<file path="src/rtl/dma_writer_if.sv">
// Memory write-port bundle between dma_writer (master) and the shared memory (slave).
// DMA_WR_BACKPRESSURE_EN adds the i_mem_ready return signal.
interface dma_writer_if #(
    parameter int MEM_ADDRESS_WIDTH = 10,
    parameter int WORD_SIZE         = 16
);
    // Handshake: a beat is the cycle o_mem_write=1; it completes on the rising edge where
    // i_mem_ready=1 (tied high when backpressure is absent). While o_mem_write=1 and
    // i_mem_ready=0 the master holds o_mem_addr/o_mem_data/o_mem_write unchanged.
    logic [MEM_ADDRESS_WIDTH-1:0] o_mem_addr;
    logic [WORD_SIZE-1:0]         o_mem_data;
    logic                         o_mem_write;
`ifdef DMA_WR_BACKPRESSURE_EN
    logic                         i_mem_ready;
`endif

    modport master (
        output o_mem_addr, o_mem_data, o_mem_write
`ifdef DMA_WR_BACKPRESSURE_EN
        , input i_mem_ready
`endif
    );

    modport slave (
        input o_mem_addr, o_mem_data, o_mem_write
`ifdef DMA_WR_BACKPRESSURE_EN
        , output i_mem_ready
`endif
    );
endinterface

</file>
<file path="src/rtl/dma_writer.sv">
// Write-back DMA: drains a parallel result buffer into consecutive memory words, one per clock.
// Optional memory backpressure via macro DMA_WR_BACKPRESSURE_EN.
module dma_writer #(
    parameter int BUFFER_SIZE       = 120,
    parameter int WORD_SIZE         = 16,
    parameter int MEM_ADDRESS_WIDTH = 10
) (
    input  logic                         clk,
    input  logic                         rst_n,
    input  logic                         i_write,
    input  logic [MEM_ADDRESS_WIDTH-1:0] i_address,
    input  logic [MEM_ADDRESS_WIDTH-1:0] i_count,
    input  logic [WORD_SIZE-1:0]         i_buffer [BUFFER_SIZE],
    dma_writer_if.master                 mem,
    output logic                         o_busy,
    output logic                         o_done,
    output logic [1:0]                   o_dbg_state
);

    localparam int AW   = MEM_ADDRESS_WIDTH;
    localparam int CNT_W = $clog2(BUFFER_SIZE + 1);
    localparam int BI_W  = (BUFFER_SIZE > 1) ? $clog2(BUFFER_SIZE) : 1;

    typedef enum logic [1:0] {
        S_IDLE  = 2'd0,
        S_WRITE = 2'd1,
        S_DONE  = 2'd2
    } state_t;

    state_t               state_q, state_d;
    logic [CNT_W-1:0]     idx_q, idx_d;
    logic [CNT_W-1:0]     cnt_q, cnt_d;
    logic [AW-1:0]        base_q, base_d;
    logic [AW-1:0]        addr_q, addr_d;
    logic [WORD_SIZE-1:0] data_q, data_d;
    logic                 wr_q, wr_d;
    logic                 busy_q, busy_d;
    logic                 done_q, done_d;
    logic [CNT_W-1:0]     clamp_cnt;
    logic                 mem_ready;
    logic                 beat_ok;

`ifdef DMA_WR_BACKPRESSURE_EN
    assign mem_ready = mem.i_mem_ready;
`else
    assign mem_ready = 1'b1;
`endif

    assign beat_ok = wr_q && mem_ready;

    always_comb begin
        clamp_cnt = i_count[CNT_W-1:0];
        if (i_count > AW'(BUFFER_SIZE))
            clamp_cnt = CNT_W'(BUFFER_SIZE);
    end

    always_ff @(posedge clk or negedge rst_n) begin
        if (!rst_n)
            state_q <= S_IDLE;
        else
            state_q <= state_d;
    end

    // The state tracks the word being issued; outputs are registered one stage behind,
    // so DONE is entered on the edge that issues the last word.
    always_comb begin
        state_d = state_q;
        idx_d   = idx_q;
        cnt_d   = cnt_q;
        base_d  = base_q;
        addr_d  = addr_q;
        data_d  = data_q;
        wr_d    = wr_q;
        busy_d  = busy_q;
        done_d  = 1'b0;
        case (state_q)
            S_IDLE: begin
                // done_q still high means the previous transfer is in its completion cycle
                if (i_write && !done_q) begin
                    base_d = i_address;
                    cnt_d  = clamp_cnt;
                    idx_d  = '0;
                    busy_d = 1'b1;
                    if (clamp_cnt == '0) begin
                        state_d = S_DONE;
                    end else begin
                        wr_d    = 1'b1;
                        addr_d  = i_address;
                        data_d  = i_buffer[0];
                        idx_d   = CNT_W'(1);
                        state_d = (clamp_cnt == CNT_W'(1)) ? S_DONE : S_WRITE;
                    end
                end
            end
            S_WRITE: begin
                if (beat_ok) begin
                    addr_d = base_q + AW'(idx_q);
                    data_d = i_buffer[idx_q[BI_W-1:0]];
                    idx_d  = idx_q + CNT_W'(1);
                    if (idx_q == cnt_q - CNT_W'(1))
                        state_d = S_DONE;
                end
            end
            S_DONE: begin
                if (!wr_q || mem_ready) begin
                    wr_d    = 1'b0;
                    busy_d  = 1'b0;
                    done_d  = 1'b1;
                    state_d = S_IDLE;
                end
            end
            default: state_d = S_IDLE;
        endcase
    end

    always_ff @(posedge clk or negedge rst_n) begin
        if (!rst_n) begin
            idx_q  <= '0;
            cnt_q  <= '0;
            base_q <= '0;
            addr_q <= '0;
            data_q <= '0;
            wr_q   <= 1'b0;
            busy_q <= 1'b0;
            done_q <= 1'b0;
        end else begin
            idx_q  <= idx_d;
            cnt_q  <= cnt_d;
            base_q <= base_d;
            addr_q <= addr_d;
            data_q <= data_d;
            wr_q   <= wr_d;
            busy_q <= busy_d;
            done_q <= done_d;
        end
    end

    assign mem.o_mem_addr  = addr_q;
    assign mem.o_mem_data  = data_q;
    assign mem.o_mem_write = wr_q;
    assign o_busy          = busy_q;
    assign o_done          = done_q;
    assign o_dbg_state     = state_q;

endmodule

</file>
<file path="src/flat_wrapper.sv">
// flat-port wrapper written by rule: the top's interface ports become plain ports
module dma_writer_flat 
#(
    parameter int BUFFER_SIZE       = 120,
    parameter int WORD_SIZE         = 16,
    parameter int MEM_ADDRESS_WIDTH = 10
)
  (clk, rst_n, i_write, i_address, i_count, i_buffer, o_busy, o_done, o_dbg_state, mem_o_mem_addr, mem_o_mem_data, mem_o_mem_write);
  dma_writer_if #(.MEM_ADDRESS_WIDTH(MEM_ADDRESS_WIDTH), .WORD_SIZE(WORD_SIZE)) mem_i ();
  input  logic clk;
  input  logic rst_n;
  input  logic i_write;
  input  logic [MEM_ADDRESS_WIDTH-1:0] i_address;
  input  logic [MEM_ADDRESS_WIDTH-1:0] i_count;
  input  logic [WORD_SIZE-1:0] i_buffer[BUFFER_SIZE];
  output logic o_busy;
  output logic o_done;
  output logic [1:0] o_dbg_state;
  output wire logic [$bits(mem_i.o_mem_addr)-1:0] mem_o_mem_addr;
  output wire logic [$bits(mem_i.o_mem_data)-1:0] mem_o_mem_data;
  output wire logic [$bits(mem_i.o_mem_write)-1:0] mem_o_mem_write;
  assign mem_o_mem_addr = mem_i.o_mem_addr;
  assign mem_o_mem_data = mem_i.o_mem_data;
  assign mem_o_mem_write = mem_i.o_mem_write;
  dma_writer #(.BUFFER_SIZE(BUFFER_SIZE), .WORD_SIZE(WORD_SIZE), .MEM_ADDRESS_WIDTH(MEM_ADDRESS_WIDTH)) u_core (.clk(clk), .rst_n(rst_n), .i_write(i_write), .i_address(i_address), .i_count(i_count), .i_buffer(i_buffer), .mem(mem_i), .o_busy(o_busy), .o_done(o_done), .o_dbg_state(o_dbg_state));
endmodule
</file>
<file path="config.mk">
export PLATFORM = sky130hd
export DESIGN_NAME = dma_writer_flat
export DESIGN_NICKNAME = d
export VERILOG_FILES = /design/src/rtl/dma_writer_if.sv /design/src/rtl/dma_writer.sv /design/src/flat_wrapper.sv
export SDC_FILE = /design/constraint.sdc
export NUM_CORES = 1
export LEC_CHECK = 0
export ABC_CLOCK_PERIOD_IN_PS = 3690
export CAP_MARGIN = 20
export CORE_AREA = 5 5 775 777
export CTS_CLUSTER_SIZE = 16
export DETAILED_ROUTE_END_ITERATION = 12
export DIE_AREA = 0 0 780 782
export MAX_ROUTING_LAYER = met4
export PLACE_DENSITY = 0.3
export SKIP_LAST_GASP = 1
export SLEW_MARGIN = 40
export SYNTH_ARGS = -nofsm -noshare
export SYNTH_HDL_FRONTEND = slang
export SYNTH_SLANG_ARGS = --single-unit
</file>
<file path="constraint.sdc">
create_clock -name clk -period 3.69 [get_ports clk]
set_input_delay 0.369 -clock clk [delete_from_list [all_inputs] [get_ports clk]]
set_output_delay 0.369 -clock clk [all_outputs]
set_load 0.01 [all_outputs]
</file>
After elaboration in Yosys (flattened, before gate mapping)
Cells that the tools add are included.
{"block": "op_classes", "addsub": 3, "mul": 0, "div": 0, "n_lt_le_gt_ge": 2, "eq_ne": 8, "n_shift": 0, "mux": 28, "n_bitwise": 1, "n_reduce_logical": 12}
{"op": "binary-select mux 16 bit (select 7 bit)", "count": 1}
{"op": "2-to-1 mux 16 bit", "count": 5}
{"op": "one-hot mux 16 bit (2 select lines)", "count": 1}
{"op": "2-to-1 mux 10 bit", "count": 3}
{"op": "2-to-1 mux 7 bit", "count": 3}
{"op": "one-hot mux 10 bit (2 select lines)", "count": 1}
{"op": "one-hot mux 7 bit (2 select lines)", "count": 1}
{"op": "adder 10 x 7 -> 10 bit", "count": 1}
{"op": "> comparator 10 x 7 -> 1 bit, second input constant", "count": 1}
{"op": "2-to-1 mux 2 bit", "count": 5}
{"op": "AND reduction 3 bit", "count": 3}
{"op": ">= comparator 8 bit, second input constant", "count": 1}
{"op": "inverter 7 -> 8 bit", "count": 1}
{"op": "adder 7 x 1 -> 7 bit, second input constant", "count": 1}
{"op": "== test 7 x 1 -> 1 bit, second input constant", "count": 1}
{"op": "== test 7 bit", "count": 1}
{"op": "zero test 7 bit", "count": 1}
{"op": "subtractor 7 x 1 -> 7 bit, second input constant", "count": 1}
{"op": "inequality test 2 x 1 -> 1 bit, second input constant", "count": 3}
{"op": "2-to-1 mux 1 bit", "count": 5}
{"op": "one-hot mux 1 bit (2 select lines)", "count": 2}
{"op": "one-hot mux 2 bit (2 select lines)", "count": 1}
{"op": "AND reduction 2 bit", "count": 2}
{"op": "AND reduction 4 bit", "count": 1}
{"op": "7 further kinds", "count": 8}
{"block": "word_totals", "ff_bits": 55, "latchBits": 0, "ramBits": 0, "romBits": 0, "inputBits": 1943, "word_cells": 63, "memories": 0}

Longest topological paths before layout
Gate-level depths: netlist (run 1).
{"block": "depth", "depth_word": 7, "mapped_depth": 13, "depth_no_buf": 9}

Least setup slack after synthesis (run 1)
No wires, ideal clock.
{"block": "synth_path", "path_kind": "reg-to-reg", "startpoint": "register u_core.idx_q[1]", "endpoint": "register u_core.data_q[1] (netlist: u_core.mem.o_mem_data[1])", "setup_ps": 130, "arrival_time_ps": 2277, "required_time_ps": 3560, "slack_ps": 1283, "stages_incl_launch_ff": 9, "n_path_buf": 3, "cell_sequence": "dfrtp_1 > buf_2 > buf_2 > clkbuf_1 > mux4_2 > a22oi_1 > o221ai_1 > a2111oi_2 > o22ai_1"}
{"block": "synth_between", "elab_chain_cells": 6}
{"item": "start: declaration", "line_no": "dma_writer.sv:31", "rtl": "logic [CNT_W-1:0] idx_q, idx_d;"}
{"item": "start signal: assignment", "line_no": "dma_writer.sv:127", "rtl": "idx_q <= idx_d;"}
{"item": "inverter 7 -> 8 bit (implied by the code)", "line_no": "dma_writer.sv:98", "rtl": "data_d = i_buffer[idx_q[BI_W-1:0]];"}
{"item": "binary-select mux 16 bit (select 7 bit)", "line_no": "dma_writer.sv:98"}
{"item": "2-to-1 mux 16 bit (implied by the code) (2 in a row)", "line_no": "dma_writer.sv:98"}
{"item": "2-to-1 mux 16 bit", "line_no": "dma_writer.sv:96", "rtl": "if (beat_ok) begin"}
{"item": "one-hot mux 16 bit (2 select lines)", "line_no": "dma_writer.sv:76", "rtl": "case (state_q)"}
{"item": "end signal: assignment", "line_no": "dma_writer.sv:131", "rtl": "data_q <= data_d;"}
{"item": "end: declaration", "line_no": "dma_writer.sv:35", "rtl": "logic [WORD_SIZE-1:0] data_q, data_d;"}
No other way between the ends. The select of a mux whose other input is x is not followed.
A chain may end at the register's enable or synchronous reset.

Worst setup path after layout (run 1)
{"block": "layout_path", "startpoint": "register u_core.idx_q[1]", "endpoint": "register u_core.data_q[13] (netlist: u_core.mem.o_mem_data[13])"}
The elaborated chain is that of the path after synthesis.

==> results of run 1 <==
==> power breakdown <==
group          switching (mW)  leakage (nW)  internal, mW
Combinational            19.7          15.5          12.4
Sequential              0.563         0.655         0.921
Clock                   0.470        0.0778         0.268
Total                    20.8          16.2          13.6
==> metrics by stage <==
step                      std cells  power (mW)  hold slack (ps)  setup WS [ps]  util (%)
after floorplan                1696        13.6             73.4           1280         -
after global placement        11668        35.9              430           -908      8.59
after detailed placement      11681        36.0              420           -592      8.63
after CTS                     11692        37.0              504           3.19      8.67
after global routing          11775        37.0              531          -15.8      8.71
final                         11804        34.3              496            109      8.73
==> worst paths after layout <==
path	to	cells after the start
setup / recovery	u_core.mem.o_mem_data[13]$_DFFE_PN0P_	12
min in group asynchronous	u_core.mem.o_mem_data[6]$_DFFE_PN0P_	2
hold / removal	u_core.base_q[5]$_DFFE_PN0P_	2
hold reg to reg	u_core.base_q[5]$_DFFE_PN0P_	2
setup reg to reg	u_core.mem.o_mem_data[13]$_DFFE_PN0P_	12
max in group asynchronous	u_core.idx_q[0]$_DFFE_PN0P_	3
==> worst max-delay path: stages, from the launching register on <==
cell      delay [ps]
dfrtp_4          560
buf_4            190
buf_12           230
nor2_4            90
buf_4            190
a22oi_2          380
a22oi_1          170
buf_4            180
o221ai_1         560
a21oi_2          180
buf_4            180
o311ai_1         340
o21a_1           180
==> flip-flops by register name (all words and copies together) (netlist names) <==
register	count
u_core.mem.o_mem_data	16
u_core.base_q	10
u_core.mem.o_mem_addr	10
u_core.cnt_q	7
u_core.idx_q	7
u_core.o_dbg_state	2
u_core.mem.o_mem_write	1
u_core.o_busy	1
u_core.o_done	1
==> synth_stat cells, drive strengths merged (12+ instances only) <==
master / number
clkbuf: 65
o21ai: 72
nor2: 56
xnor2: 16
nand3: 48
mux4: 402
buf: 132
a211oi: 12
a31oi: 19
a22oi: 96
nand2: 175
a221oi: 33
a21oi: 69
o211ai: 19
dfrtp: 55
mux2i: 216
o22ai: 13
nor3: 24
==> logic make-up after synthesis <==
group / after synthesis / share of synthesized area, %
DFF: 55 / 7.25
AOI/OAI and AO/OA: 414 / 15.2
buffers and inverters: 210 / 7.45
adders and majority gates: 10 / 0.699
xor gates and xnor gates: 20 / 0.923
muxes: 624 / 59.9
and+or+nand+nor: 363 / 8.56
==> metal layers <==
layer  global-route usage (%)  routed length (um)
met5                        -                   0
met4                     1.64                6540
met3                     3.16               25800
met2                     23.5              208000
met1                     16.2              176000
==> timing repair <==
action | CTS | global route
hold buffers | 1 | 0
pin swaps | 1 | 0
setup buffers | 2 | 2
gates resized for setup | 21 | 3
hold endpoints to repair | 18 | 0
setup endpoints to repair | 11 | 5
==> layout by cell type, fill, tap and decap left out, types with 6 or more instances in the layout <==
cell	n
mux2i_1	203
o31ai_1	6
nor2b_4	6
a31oi_1	18
inv_1	7
buf_12	54
a22oi_1	93
a21oi_1	65
nand4_1	11
nor3_1	20
o22ai_1	13
a22o_1	8
a211oi_1	8
diode_2	109
o21ai_0	66
ha_1	9
buf_4	315
o221ai_1	6
nand2_1	173
nand3_1	46
nor2_4	11
nor2_1	40
and3_1	10
clkdlybuf4s50_1	1967
o211ai_1	19
buf_2	6
dfrtp_4	7
a221oi_1	25
mux4_2	377
mux2i_2	11
dfrtp_1	48
xnor2_1	16
mux4_1	25
a221oi_2	6
==> final cells by class <==
| type | instances | area share [%] |
|---|---|---|
| timing repair buffer | 2351 | 45.1 |
| antenna | 109 | 0.528 |
| multi-input combinational | 1431 | 32.2 |
| sequential | 55 | 2.71 |
| tap | 7837 | 19.0 |
| inverter | 13 | 0.133 |
| clock inverter | 3 | 0.0654 |
| clock buffer | 5 | 0.242 |
==> results.json, run 1 <==
{
  "async_flop_share_pct": 100,
  "synth_top_area_share_pct": 44.7,
  "synth-warning-count": 0,
  "syn_area_um2": 19000,
  "dp_hpwl_mm": 384,
  "drt_iter0_drc": 1723,
  "ir_worst_vdd_uv": 322,
  "path_class": "register to register",
  "antenna_left": 0,
  "ys.flop_type": "dfrtp_1",
  "drc": 0,
  "cp.required_ps": 4040,
  "grt_pass1_vias": 31020,
  "yosysSeqAreaShare_pct": 7.25,
  "multi_input_area_um2": 16700,
  "avgSynthCellArea_um2": 11.2,
  "fp-row-count": 283,
  "cp-end-kind": "register",
  "clk_path_buf_depth": 2,
  "grt_pass1_wl_mm": 489,
  "setup_viol": 0,
  "syn_inst": 1696,
  "numCtsBuffers": 5,
  "cp.arrival_ps": 3930,
  "antenna_found_initial": 299,
  "dieArea_um2": 610000,
  "min_from": "u_core.base_q[5]$_DFFE_PN0P_",
  "synth_edf_count": 0,
  "num-nets-final": 5810,
  "p_leak_nw": 16.2,
  "fin_area_um2": 51700,
  "min_period_over_period_pct": 97.1,
  "cts_tree": "yes",
  "insertion_delay_ps": 430,
  "register_area_um2": 1400,
  "critPathLaunch": "u_core.idx_q[1]$_DFFE_PN0P_",
  "hold_path.class": "register to register",
  "placed_cell_area_um2": 51100,
  "io_pins": 1974,
  "hold_violations": 0,
  "powerDensity_nw_per_um2": 664,
  "finalCriticalPeriod_ps": 3580,
  "worst_pin_slew_ps": 893,
  "finalSetupTns_ps": 0,
  "die_x_um": 780,
  "htreeDepth": 2,
  "initial_core_util_pct": 3.20,
  "fmax_ghz": 0.279,
  "vias": 28275,
  "final_max_slew_viol_count": 0,
  "timing.rr.start": "u_core.idx_q[1]$_DFFE_PN0P_",
  "status": "finished, final reports clean",
  "clock-sinks": 55,
  "r2r_slack_ps": 110,
  "synth_top_area_cell": "mux4_2",
  "layout-drive-gt1-share_pct": 22.6,
  "clock_skew_ps": 40.7,
  "overflow": 0,
  "synth_nets": 3649,
  "vias_per_cell": 2.40,
  "path_max_fanout": 38,
  "ys_top_cells_by_area": "mux4_2 (45%), mux2i_1 (11%), dfrtp_1 (7.3%)",
  "cts-root-buf": "clkbuf_16",
  "path_clk_slew_ps": 150,
  "die_h_um": 782,
  "drt_pass1_iterations": 5,
  "rsz0062_at_grt": "true",
  "gp_congestion": 0.921,
  "numPortBuffers": 1973,
  "synth-seq-cells": 55,
  "grtUsageTotal_pct": 13.5,
  "drv_cap": 0,
  "totalWireLength_mm": 416,
  "wire_per_inst_um": 35.3,
  "grt_max_degree": 60,
  "core_area_um2": 592000,
  "synth_cell_types": 70,
  "max_slew_margin_pct": 39.3,
  "nFillCells": 68658,
  "worstSetupStartpointType": "register",
  "areaGrowthSynthToFinish_pct": 172
}
(Power assumes the default switching activity.)
==> run 2, diff against run 1 <==
- GPL_TIMING_DRIVEN: unset -> 1
==> results of run 2 <==
Same layout as run 1: the final DEF is identical, and so are final timing and power.
==> run 3, diff against run 2 <==
- CAP_MARGIN: 20 -> unset
- CTS_BUF_LIST: unset -> sky130_fd_sc_hd__clkbuf_16
==> run 3 against run 2 <==
Effect of this change: critical path type unchanged; largest cell class unchanged; global-route usage hardly changed; sequential share of layout area about the same; largest power group unchanged; cell count about the same; via count rose by 0.32%; routed wire length about the same; total power hardly changed; count of clock-buffer cells in the layout unchanged; die area unchanged; register-to-register slack is essentially flat.
==> results.json, run 3 (synthesis gave the netlist of run 1 again) <==
{
  "status": "finished, final reports clean",
  "path_clk_slew_ps": 150,
  "vias_per_cell": 2.40,
  "wire_per_inst_um": 35.3,
  "overflow": 0,
  "intPower_mw": 13.6,
  "htreeDepth": 2,
  "dp_hpwl_mm": 384,
  "initial_core_util_pct": 3.20,
  "hold_path.class": "register to register",
  "met1_length_mm": 177,
  "setup_viol": 0,
  "critPathTopFamily": "compound AO/OA/AOI/OAI gates",
  "areaGrowthSynthToFinish_pct": 172,
  "ir_worst_vdd_uv": 310,
  "r2r_slack_ps": 110,
  "fin_ws_ps": 106,
  "insertion_delay_ps": 430,
  "placed_cell_area_um2": 51100,
  "dr_wl_met2_mm": 208,
  "cp.arrival_ps": 3940,
  "vias": 28365,
  "fmax_ghz": 0.279,
  "critPathBufInv": 5,
  "grtUsageTotal_pct": 13.5,
  "grt_pass1_vias": 31018,
  "cts_tree": "yes",
  "rsz0062_at_grt": "true",
  "largest_register_ffs": 16,
  "numPortBuffers": 1973,
  "final_cell_mix": "clkdlybuf4s50_1 (1967), mux4_2 (377), buf_4 (315)",
  "gp_congestion": 0.921,
  "pwr-share-seq_pct": 4.3,
  "clock-sinks": 55,
  "p_sw_mw": 20.8,
  "antenna_left": 0,
  "cp.required_ps": 4050,
  "netSwitchingFraction_pct": 60.5,
  "critPathSlowestCell": "dfrtp_4",
  "wl_met3_mm": 25.9,
  "pwr-share-comb_pct": 93.5,
  "path_max_fanout": 38,
  "min_period_over_period_pct": 97.1,
  "fin_area_um2": 51700,
  "core_area_um2": 592000,
  "cts-root-buf": "clkbuf_16",
  "worst_pin_slew_ps": 891,
  "cp-end-kind": "register",
  "grt_pass1_wl_mm": 489,
  "die_h_um": 782,
  "drc": 0,
  "drt_iter0_drc": 1634,
  "pre_cts_ws_ps": -589,
  "path_class": "register to register",
  "clock_skew_ps": 36.6,
  "power.share.clock_pct": 2.2,
  "finalCriticalPeriod_ps": 3580,
  "drv_cap": 0,
  "cpMostUsedCell": "buf_4",
  "p_leak_nw": 16.2,
  "max_slew_margin_pct": 39.5,
  "clk_path_buf_depth": 2,
  "die_x_um": 780,
  "antenna_found_initial": 304,
  "final_common_cell": "clkdlybuf4s50_1",
  "numCtsBuffers": 5,
  "totalWireLength_mm": 417,
  "top_layer": "met4",
  "num-nets-final": 5810,
  "final_max_slew_viol_count": 0,
  "drt_pass1_iterations": 5,
  "hold_violations": 0,
  "max_stage_delay_ps": 570,
  "crit_chain": "buf_4 -> buf_12 -> nor2_4 -> buf_4 -> a22oi_2 -> a22oi_1 -> buf_4 -> o221ai_1 -> a21oi_2 -> buf_4 -> o311ai_1 -> o21a_1",
  "dieArea_um2": 610000,
  "powerDensity_nw_per_um2": 665,
  "layout-drive-gt1-share_pct": 22.6,
  "finalSetupTns_ps": 0,
  "io_pins": 1974,
  "fp-row-count": 283,
  "worstSetupStartpointType": "register",
  "grt_max_degree": 60,
  "holdWs_ps": 496
}
-- run 3: changes by cell type in the layout (fill, tap and decap cells not counted), sizes merged --
cell   change
diode      -1
-- run 3: per-stage QoR --
stage / util (%) / std cells / total power, mW
CTS: 8.68 / 11692 / 37.0
global route: 8.71 / 11775 / 37.0
detailed placement: 8.63 / 11681 / 35.9
finish: 8.73 / 11803 / 34.4
global placement: 8.59 / 11668 / 35.9
floorplan: - / 1696 / 13.6
-- run 3: path summary, 6_finish.rpt --
kind / start / to / cells past startpoint
worst max-delay path: u_core.idx_q[1]$_DFFE_PN0P_ / u_core.mem.o_mem_data[13]$_DFFE_PN0P_ / 12
worst min-delay path: u_core.base_q[5]$_DFFE_PN0P_ / u_core.base_q[5]$_DFFE_PN0P_ / 2
worst max register to register: u_core.idx_q[1]$_DFFE_PN0P_ / u_core.mem.o_mem_data[13]$_DFFE_PN0P_ / 12
worst min register to register: u_core.base_q[5]$_DFFE_PN0P_ / u_core.base_q[5]$_DFFE_PN0P_ / 2
max in group asynchronous: rst_n / u_core.idx_q[0]$_DFFE_PN0P_ / 3
min in group asynchronous: rst_n / u_core.mem.o_mem_data[6]$_DFFE_PN0P_ / 2
-- run 3: per-layer routing --
| metal | track usage, % | up-vias |
|---|---|---|
| met5 | - | - |
| met4 | 1.65 | 0 |
| met3 | 3.03 | 279 |
| met2 | 23.4 | 1907 |
| met1 | 16.3 | 14427 |
| li1 | - | 11752 |
-- run 3: power groups by stage --
stage | registers, mW | logic, mW | clock network, mW
final | 1.49 | 32.1 | 0.740
after global routing | 1.56 | 34.7 | 0.787
after CTS | 1.58 | 34.6 | 0.809
after detailed placement | 1.59 | 34.4 | 0
after global placement | 1.58 | 34.3 | 0
after floorplan | 1.16 | 12.4 | 0
-- run 3: timing repair --
item | 4_1_cts | 5_1_grt
buffers inserted | 2 | 2
hold endpoints to repair | 18 | 0
setup endpoints to repair | 12 | 3
resized for setup | 23 | 1
hold buffers | 1 | 0
pin swaps | 1 | 0
-- run 3: cell type report --
| cell class | count | area [um2] |
|---|---|---|
| flip-flops and latches | 55 | 1400 |
| well taps | 7837 | 9810 |
| fillers | 68650 | 541000 |
| clock inverters | 3 | 33.8 |
| diodes | 108 | 270 |
| clock buffers | 5 | 125 |
| inverters | 13 | 68.8 |
| repair buffers | 2351 | 23300 |
| multi-input cells | 1431 | 16700 |
-- run 3: worst reg2reg max path: cells and delay by family, from the launching register on --
| family | cells | cell delay [ps] |
|---|---|---|
| AOI/OAI and AO/OA | 6 | 1830 |
| buffers and inverters | 5 | 1000 |
| DFF | 1 | 570 |
| and+or+nand+nor | 1 | 130 |
